==> config.mk <==
export PLATFORM = sky130hd
export DESIGN_NAME = execute_multiply_flat
export DESIGN_NICKNAME = d
export VERILOG_FILES = /design/src/rtl/execute_multiply_pkg.sv /design/src/rtl/execute_multiply_if.sv /design/src/rtl/execute_multiply.sv /design/src/flat_wrapper.sv
export SDC_FILE = /design/constraint.sdc
export NUM_CORES = 1
export LEC_CHECK = 0
export BUFFER_PORTS_ARGS = -buffer_cell sky130_fd_sc_hd__buf_4
export CORE_AREA = 4 4 138 153
export DETAILED_ROUTE_END_ITERATION = 16
export DIE_AREA = 0 0 142 157
export GPL_ROUTABILITY_DRIVEN = 0
export PLACE_DENSITY = 0.8
export SYNTH_ARGS = -nofsm -noshare
export SYNTH_HDL_FRONTEND = slang
export SYNTH_SLANG_ARGS = --single-unit
==> constraint.sdc <==
create_clock -name clk -period 4.8 [get_ports clk]
set_input_delay 0.24 -clock clk [delete_from_list [all_inputs] [get_ports clk]]
set_output_delay 0.24 -clock clk [all_outputs]
set_load 0.1 [all_outputs]
==> src/rtl/execute_multiply_pkg.sv <==
// Shared types and helpers for the iterative execute-stage multiplier.
// Operation codes sit beside the divider op codes in the decode tables.
package execute_multiply_pkg;

   localparam int REGSZ = 32;

   typedef enum logic [1:0] {
      MUL_LW  = 2'd0,
      MUL_HW  = 2'd1,
      MUL_HWU = 2'd2,
      MUL_LWU = 2'd3
   } mul_op_e;

   // |0x80000000| wraps back to 0x80000000, which is the correct unsigned magnitude
   function automatic logic [REGSZ-1:0] abs32(input logic [REGSZ-1:0] v);
      return v[REGSZ-1] ? (~v + 32'd1) : v;
   endfunction

endpackage

==> src/rtl/execute_multiply_if.sv <==
// Request/result bundle between the execute stage and the iterative multiplier.
// Handshake matches the divider: enable held until done, dropping it cancels.
interface execute_multiply_if;
   import execute_multiply_pkg::*;

   logic             enable;
   logic [1:0]       mul_op;
   logic [REGSZ-1:0] in_a;
   logic [REGSZ-1:0] in_b;
   logic             done;
   logic [REGSZ-1:0] out;
   logic             ov;

   modport master (output enable, mul_op, in_a, in_b, input done, out, ov);
   modport slave  (input enable, mul_op, in_a, in_b, output done, out, ov);

endinterface

==> src/rtl/execute_multiply.sv <==
// Iterative 32x32 multiplier: sign-magnitude shift-add, one bit per cycle,
// then a fix-up cycle that restores the sign and selects the result word.
//
// state | meaning
// IDLE  | waiting for enable; operands captured on the accepting edge
// BUSY  | 32 shift-add iterations over the multiplier bits, LSB first
// FIX   | negate 64-bit product if needed, select word, compute ov
// DONE  | result valid; waits for enable to drop
module execute_multiply
   import execute_multiply_pkg::*;
#(
   parameter bit EARLY_OUT = 1'b1
) (
   input  logic clk,
   input  logic reset_n,
   execute_multiply_if.slave mif
);

   typedef enum logic [1:0] {
      S_IDLE = 2'd0,
      S_BUSY = 2'd1,
      S_FIX  = 2'd2,
      S_DONE = 2'd3
   } state_e;

   state_e           r_state, w_state_nxt;
   mul_op_e          r_op, w_op_nxt;
   logic [REGSZ-1:0] r_a, w_a_nxt;
   logic [REGSZ-1:0] r_b, w_b_nxt;
   logic [63:0]      r_p, w_p_nxt;
   logic             r_neg, w_neg_nxt;
   logic [4:0]       r_cnt, w_cnt_nxt;
   logic [REGSZ-1:0] r_out, w_out_nxt;
   logic             r_ov, w_ov_nxt;

   logic [32:0]      w_sum;
   logic [63:0]      w_p_signed;
   logic             w_is_signed;
   logic             w_zero_opnd;

   assign w_sum       = {1'b0, r_p[63:32]} + (r_b[0] ? {1'b0, r_a} : 33'd0);
   assign w_p_signed  = r_neg ? (~r_p + 64'd1) : r_p;
   assign w_is_signed = (mif.mul_op == MUL_LW) || (mif.mul_op == MUL_HW);
   assign w_zero_opnd = (mif.in_a == '0) || (mif.in_b == '0);

   always_comb begin
      w_state_nxt = r_state;
      w_op_nxt    = r_op;
      w_a_nxt     = r_a;
      w_b_nxt     = r_b;
      w_p_nxt     = r_p;
      w_neg_nxt   = r_neg;
      w_cnt_nxt   = r_cnt;
      w_out_nxt   = r_out;
      w_ov_nxt    = r_ov;
      case (r_state)
         S_IDLE: begin
            if (mif.enable) begin
               w_op_nxt  = mul_op_e'(mif.mul_op);
               w_a_nxt   = w_is_signed ? abs32(mif.in_a) : mif.in_a;
               w_b_nxt   = w_is_signed ? abs32(mif.in_b) : mif.in_b;
               w_neg_nxt = w_is_signed && (mif.in_a[REGSZ-1] ^ mif.in_b[REGSZ-1]);
               w_p_nxt   = '0;
               w_cnt_nxt = 5'd31;
               w_state_nxt = S_BUSY;
               if (EARLY_OUT && w_zero_opnd) begin
                  w_out_nxt   = '0;
                  w_ov_nxt    = 1'b0;
                  w_state_nxt = S_DONE;
               end
            end
         end
         S_BUSY: begin
            if (!mif.enable) begin
               w_state_nxt = S_IDLE;
            end else begin
               // carry out of the add lands in bit 63 after the shift
               w_p_nxt   = {w_sum, r_p[31:1]};
               w_b_nxt   = {1'b0, r_b[REGSZ-1:1]};
               w_cnt_nxt = r_cnt - 5'd1;
               if (r_cnt == 5'd0)
                  w_state_nxt = S_FIX;
            end
         end
         S_FIX: begin
            if (!mif.enable) begin
               w_state_nxt = S_IDLE;
            end else begin
               w_out_nxt = ((r_op == MUL_LW) || (r_op == MUL_LWU)) ?
                           w_p_signed[31:0] : w_p_signed[63:32];
               w_ov_nxt  = (r_op == MUL_LW) &&
                           !((&w_p_signed[63:31]) || (~|w_p_signed[63:31]));
               w_state_nxt = S_DONE;
            end
         end
         S_DONE: begin
            if (!mif.enable)
               w_state_nxt = S_IDLE;
         end
         default: w_state_nxt = S_IDLE;
      endcase
   end

   always_ff @(posedge clk or negedge reset_n) begin
      if (!reset_n) begin
         r_state <= S_IDLE;
         r_op    <= MUL_LW;
         r_a     <= '0;
         r_b     <= '0;
         r_p     <= '0;
         r_neg   <= 1'b0;
         r_cnt   <= '0;
         r_out   <= '0;
         r_ov    <= 1'b0;
      end else begin
         r_state <= w_state_nxt;
         r_op    <= w_op_nxt;
         r_a     <= w_a_nxt;
         r_b     <= w_b_nxt;
         r_p     <= w_p_nxt;
         r_neg   <= w_neg_nxt;
         r_cnt   <= w_cnt_nxt;
         r_out   <= w_out_nxt;
         r_ov    <= w_ov_nxt;
      end
   end

   assign mif.done = (r_state == S_DONE);
   assign mif.out  = r_out;
   assign mif.ov   = r_ov;

endmodule

==> src/flat_wrapper.sv <==
// flat-port wrapper written by rule: the top's interface ports become plain ports
module execute_multiply_flat import execute_multiply_pkg::*;
#(
   parameter bit EARLY_OUT = 1'b1
)
  (clk, reset_n, mif_enable, mif_mul_op, mif_in_a, mif_in_b, mif_done, mif_out, mif_ov);
  execute_multiply_if mif_i ();
  input  logic clk;
  input  logic reset_n;
  input wire logic [$bits(mif_i.enable)-1:0] mif_enable;
  input wire logic [$bits(mif_i.mul_op)-1:0] mif_mul_op;
  input wire logic [$bits(mif_i.in_a)-1:0] mif_in_a;
  input wire logic [$bits(mif_i.in_b)-1:0] mif_in_b;
  output wire logic [$bits(mif_i.done)-1:0] mif_done;
  output wire logic [$bits(mif_i.out)-1:0] mif_out;
  output wire logic [$bits(mif_i.ov)-1:0] mif_ov;
  assign mif_i.enable = mif_enable;
  assign mif_i.mul_op = mif_mul_op;
  assign mif_i.in_a = mif_in_a;
  assign mif_i.in_b = mif_in_b;
  assign mif_done = mif_i.done;
  assign mif_out = mif_i.out;
  assign mif_ov = mif_i.ov;
  execute_multiply #(.EARLY_OUT(EARLY_OUT)) u_core (.clk(clk), .reset_n(reset_n), .mif(mif_i));
endmodule
# Yosys cells after proc, flatten, opt, wreduce, memory -nomap -nowiden
# Cells that the tools add are included.
# Widths: inputs -> output; s select.
classes:
  addsub: 5
  eq_ne: 11
  mux: 31
  bitwise: 4
  n_reduce_logical: 22
op_table:
  columns: ["cell", "n"]
  rows:
  - ["$mux 32", 11]
  - ["$mux 64", 3]
  - ["$pmux 32 s2", 2]
  - ["$pmux 64 s2", 1]
  - ["$add 32x1->32 const B", 2]
  - ["$add 64x1->64 const B", 1]
  - ["$logic_not 32->1", 2]
  - ["$not 32->32", 2]
  - ["$not 64->64", 1]
  - ["$add 32x33->33", 1]
  - ["$reduce_and 33->1", 1]
  - ["$reduce_or 33->1", 1]
  - ["$mux 2", 6]
  - ["$mux 5", 2]
  - ["$pmux 5 s2", 1]
  - ["$ne 2x2->1 const B", 4]
  - ["$pmux 2 s4", 1]
  - ["$eq 2x2->1 const B", 3]
  - ["$logic_not 2->1", 3]
  - ["$reduce_and 3->1", 2]
  - ["$logic_not 5->1", 1]
  - ["$sub 5x1->5 const B", 1]
  - ["$eq 2x1->1 const B", 2]
  - ["$logic_or 1x1->1", 4]
  - ["other kinds (10)", 15]
totals:
  register_bits: 171
  inputBits: 69
  out_inout_bits: 34
  word_cells: 82

# Logic depth before layout (Yosys ltp)
depth:
  depth_word: 10
  mapped_depth: 13
  depth_no_buf: 13

# Worst setup path before layout
# OpenSTA, ideal clock, no wires.
synth_path:
  path_type: "register -> register"
  startpoint: "reg u_core.r_b[0]"
  endpoint: "reg u_core.r_p[61]"
  setup_time_ns: 0.133
  t_arrival_ns: 3.178
  required_time_ns: 4.667
  setup_slack_ns: 1.489
  path_stages_with_launch: 14
  path_buffers: 0
  period_less_slack_ns: 3.311
  path_cell_list: "dfrtp_1 > and2_1 > ha_1 > inv_1 > fa_1 > nor2b_1 > o31ai_1 > or4b_2 > a31o_2 > a41oi_1 > o31ai_1 > a211oi_1 > xor2_1 > o21ai_0"
synth_between:
  elab_chain_cells: 4
synth_rtl:
  columns: ["element", "line_no", "source"]
  rows:
  - ["from (decl)", "execute_multiply.sv:29", "logic [REGSZ-1:0] r_b, w_b_nxt;"]
  - ["from (signal assigned)", "execute_multiply.sv:119", "r_b <= w_b_nxt;"]
  - ["$mux 32", "execute_multiply.sv:41", "assign w_sum = {1'b0, r_p[63:32]} + (r_b[0] ? {1'b0, r_a} : 33'd0);"]
  - ["$add 32x33->33", "execute_multiply.sv:41", null]
  - ["$mux 64", "execute_multiply.sv:74", "if (!mif.enable) begin"]
  - ["$pmux 64 s2", "execute_multiply.sv:56", "case (r_state)"]
  - ["to (signal assigned)", "execute_multiply.sv:120", "r_p <= w_p_nxt;"]
  - ["to (decl)", "execute_multiply.sv:30", "logic [63:0] r_p, w_p_nxt;"]
# Every way passes these cells. The select of a mux whose other input is x is not followed.
# A chain may end at the register's enable or synchronous reset.

# Worst setup path in the final report
# Ends and elaborated chain as after synthesis.

==> results.txt <==
----------------------------------------------------
[Clock network]
  Clock network latency to the later pin of the worst-skew pair ... 0.43 ns
  CTS sink cnt ... 171
  CTS buffer count ... 17
  H-tree levels ... 4
  TritonCTS clock tree ... yes
  Max Buffers Root-to-Sink ... 2
  Clock Pin Slew Worst Setup and Hold Paths ... 0.06 ns
  Post-cts repair resize count ... 0
  Clock root cell ... sky130_fd_sc_hd__clkbuf_16
  Post-CTS Repair Setup Buffers ... 0
  # hold bufs at CTS ... 1

[Setup path]
  Critical Path AT ... 4.50 ns
  Critical Path Fanout Max ... 33
  Sort of element at the start of the critical path ... flip-flop
  Flop2flop setup slack ... 0.58 ns
  Worst setup path class ... reg -> reg
  Setup crit end kind ... flip-flop
  Worst endpoint required time ... 5.07 ns

[Routing]
  Detailed-routing wirelength on met1 ... 13.2 mm
  Met3 Routed Length ... 1.80 mm
  Total met2 wirelength after detailed routing ... 14.0 mm
  Remaining antenna violation count ... 0
  Uppermost layer routed ... met4
  Detail-routed net length per standard cell ... 16.8 µm
  Number of vias after detailed routing ... 10800
  Initial drt markers ... 961
  Drt drc ... 0
  Detailed-router iteration count before antenna repair ... 6
  DR vias/cell ... 6.09
  DRT Wirelength ... 29.9 mm

[Pwr]
  Largest vdd supply drop ... 0.564 mV
  Standby leakage power ... 5.97 nW
  Post-layout power ... 6.25 mW
  Ratio of total power to cell area ... 474 mW/mm²

[STA]
  Setup violators final ... 0
  Least-Margin Pin Slew ... 1.08 ns
  Endpoints failing hold ... 0
  Period Utilization, post-route ... 0.880
  Worst setup skew after layout ... 0.00589 ns
  Setup repair after global routing missed its margin ... false
  Fmax ... 0.237 GHz
  Final worst path period need ... 4.22 ns
  Setup TNS ... 0 ns
  Max_slew headroom ... 0.283
  Final Max Tran Viols ... 0

[Run status]
  Status ... complete, no violations

[Synthesis]
  EDFF count, synth ... 0
  Warning count from the yosys run ... 0
  Net count of the mapped netlist ... 1577
  Top-area cell type share of the netlist area ... 0.366
  Synth Flop Type ... sky130_fd_sc_hd__dfrtp_1
  Async set-or-reset flop fraction in the synthesized netlist ... 1.00
  Share of synthesized area occupied by flip-flops and latches ... 0.366
  Cell area after synthesis ... 0.0117 mm²
  Post-synthesis register bit count ... 171
  Synthesized area per cell ... 7.97 µm²
  Gate Count Post-Synth ... 1469
  Top area cells in the synthesized netlist ... sky130_fd_sc_hd__dfrtp_1, sky130_fd_sc_hd__nand2_1, sky130_fd_sc_hd__o21ai_0
  Count of cell types in the netlist ... 61
  Cell type with the highest aggregate area in the netlist ... sky130_fd_sc_hd__dfrtp_1

[Die]
  Initial standard-cell utilization of the core ... 0.595
  Core area ... 0.0197 mm²
  Die Wd ... 142 µm
  Total number of placement rows ... 54
  Die span in y ... 157 µm
  Area of the die ... 0.0223 mm²
  I/O pins ... 103

[GRT]
  Number of global-route vias before repair ... 10000
  Global-route total usage across every layer ... 0.269
  Largest net degree at the start of global routing ... 108
  Remaining global-route overflow ... 0
  Global-route wire length before repair ... 49.4 mm
  Antenna violations before repair ... 0

[Finish]
  Diodes inserted ... 0
  Net count, final ... 1624
  Layout overhead on the synthesized area ... 12.6%
  Fraction of layout cells with a size suffix above 1 ... 0.104

[Place]
  HPWL after detailed placement ... 21.5 mm
  Number of port buffers ... 102

[Flow run]
  Max-cap viol count ... 0

[Min path]
  Worst min-delay path class ... in -> reg

----------------------------------------------------
-- per-layer routing --
layer	up-vias	track usage
met1	5055	0.367
li1	5275	-
met3	82	0.0392
met4	0	0.101
met2	424	0.437
met5	-	0
-- synth_stat cells, types with 4 or more instances --
cell type and count:
sky130_fd_sc_hd__a211oi_1 5, sky130_fd_sc_hd__a21o_1 16, sky130_fd_sc_hd__a21oi_1 125, sky130_fd_sc_hd__a22o_1 4
sky130_fd_sc_hd__a31oi_1 11, sky130_fd_sc_hd__a41oi_1 5, sky130_fd_sc_hd__and2_1 38, sky130_fd_sc_hd__and4_1 6
sky130_fd_sc_hd__buf_1 10, sky130_fd_sc_hd__clkbuf_1 73, sky130_fd_sc_hd__dfrtp_1 171, sky130_fd_sc_hd__ha_1 38
sky130_fd_sc_hd__inv_1 24, sky130_fd_sc_hd__mux2i_1 5, sky130_fd_sc_hd__nand2_1 240, sky130_fd_sc_hd__nand2b_1 12
sky130_fd_sc_hd__nand3_1 54, sky130_fd_sc_hd__nand4_1 18, sky130_fd_sc_hd__nor2_1 120, sky130_fd_sc_hd__nor2b_1 7
sky130_fd_sc_hd__nor3_1 28, sky130_fd_sc_hd__nor3b_1 5, sky130_fd_sc_hd__nor4_1 21, sky130_fd_sc_hd__o211ai_1 4
sky130_fd_sc_hd__o21a_1 5, sky130_fd_sc_hd__o21ai_0 155, sky130_fd_sc_hd__o31ai_1 30, sky130_fd_sc_hd__o41ai_1 17
sky130_fd_sc_hd__or2_2 5, sky130_fd_sc_hd__or3_1 20, sky130_fd_sc_hd__or4_1 11, sky130_fd_sc_hd__xnor2_1 71
sky130_fd_sc_hd__xor2_1 74
-- state kept, by name, indices dropped and copies added, names as in the netlist --
name,count
u_core.r_cnt,5
u_core.r_p,64
u_core.r_state,2
u_core.r_op,2
u_core.r_neg,1
u_core.mif.out,32
u_core.mif.ov,1
u_core.r_b,32
u_core.r_a,32
-- critical path, stage by stage, from the launching register on --
cell                       delay [ns]
sky130_fd_sc_hd__dfrtp_1         0.63
sky130_fd_sc_hd__and2_1          0.28
sky130_fd_sc_hd__ha_1            0.22
sky130_fd_sc_hd__inv_1           0.08
sky130_fd_sc_hd__fa_1            0.20
sky130_fd_sc_hd__nor2b_1         0.07
sky130_fd_sc_hd__o31ai_1         0.40
sky130_fd_sc_hd__or4b_2          0.66
sky130_fd_sc_hd__a31o_2          0.30
sky130_fd_sc_hd__a41oi_1         0.42
sky130_fd_sc_hd__o31ai_1         0.17
sky130_fd_sc_hd__a211oi_1        0.36
sky130_fd_sc_hd__xor2_1          0.18
sky130_fd_sc_hd__o21ai_0         0.09
-- placed cells by master, fill, tap and decap left out, types with 54 or more instances in the layout --
master and count:
sky130_fd_sc_hd__a21oi_1 125, sky130_fd_sc_hd__buf_4 109, sky130_fd_sc_hd__xor2_1 74, sky130_fd_sc_hd__nand2_1 240, sky130_fd_sc_hd__xnor2_1 71, sky130_fd_sc_hd__nor2_1 119
sky130_fd_sc_hd__nand3_1 54, sky130_fd_sc_hd__o21ai_0 155, sky130_fd_sc_hd__dfrtp_1 170
-- path summary, 6_finish.rpt --
path / startpoint / end / cells past startpoint
worst min-delay path: mif_mul_op[0] / u_core.r_op[0] / 3
worst max-delay path: u_core.r_b[0] / u_core.r_p[61] / 13
max in group asynchronous: reset_n / u_core.r_p[45] / 3
worst max register to register: u_core.r_b[0] / u_core.r_p[61] / 13
min in group asynchronous: reset_n / u_core.mif.out[23] / 2
worst min register to register: u_core.mif.out[18] / u_core.mif.out[18] / 2
-- layout make-up --
class | count | area (µm²)
multi-input combinational | 1190 | 7050
tap | 252 | 315
timing repair buffer | 112 | 860
clock buffer | 21 | 460
fill | 1665 | 6480
inverter | 24 | 90.1
sequential | 171 | 4280
clock inverter | 8 | 120
-- power by group --
| part | total [mW] | internal (mW) | switching (mW) | leakage [nW] |
|---|---|---|---|---|
| Combinational | 2.80 | 0.876 | 1.93 | 3.51 |
| Clock | 1.40 | 0.835 | 0.560 | 0.281 |
| Sequential | 2.05 | 1.72 | 0.326 | 2.18 |
| Total | 6.25 | 3.43 | 2.82 | 5.97 |
-- cells by family (layout without fill, tap and decap cells) --
| family | count (synthesis) | after routing | synth area share |
|---|---|---|---|
| xor+xnor | 146 | 146 | 0.110 |
| compound gates | 399 | 399 | 0.201 |
| mux | 6 | 6 | 0.00524 |
| fa+ha+maj | 39 | 39 | 0.0423 |
| simple gates | 600 | 600 | 0.242 |
| buf+inv | 108 | 165 | 0.0347 |
| flops | 171 | 171 | 0.366 |
-- metrics by stage --
stage | std cells | area [µm²] | hold slack [ns] | utilization | setup WS, ns
finish | 1778 | 13200 | 0.0470 | 0.670 | 0.577
global route | 1778 | 13200 | 0.0579 | 0.670 | 0.400
CTS | 1778 | 13200 | 0.0313 | 0.670 | 0.636
detailed placement | 1748 | 12600 | 0.303 | 0.640 | 0.649
global placement | 1748 | 12600 | 0.302 | 0.640 | 0.827
floorplan | 1469 | 11700 | -0.0556 | - | 1.49
Power figures use the tool's default switching activity.
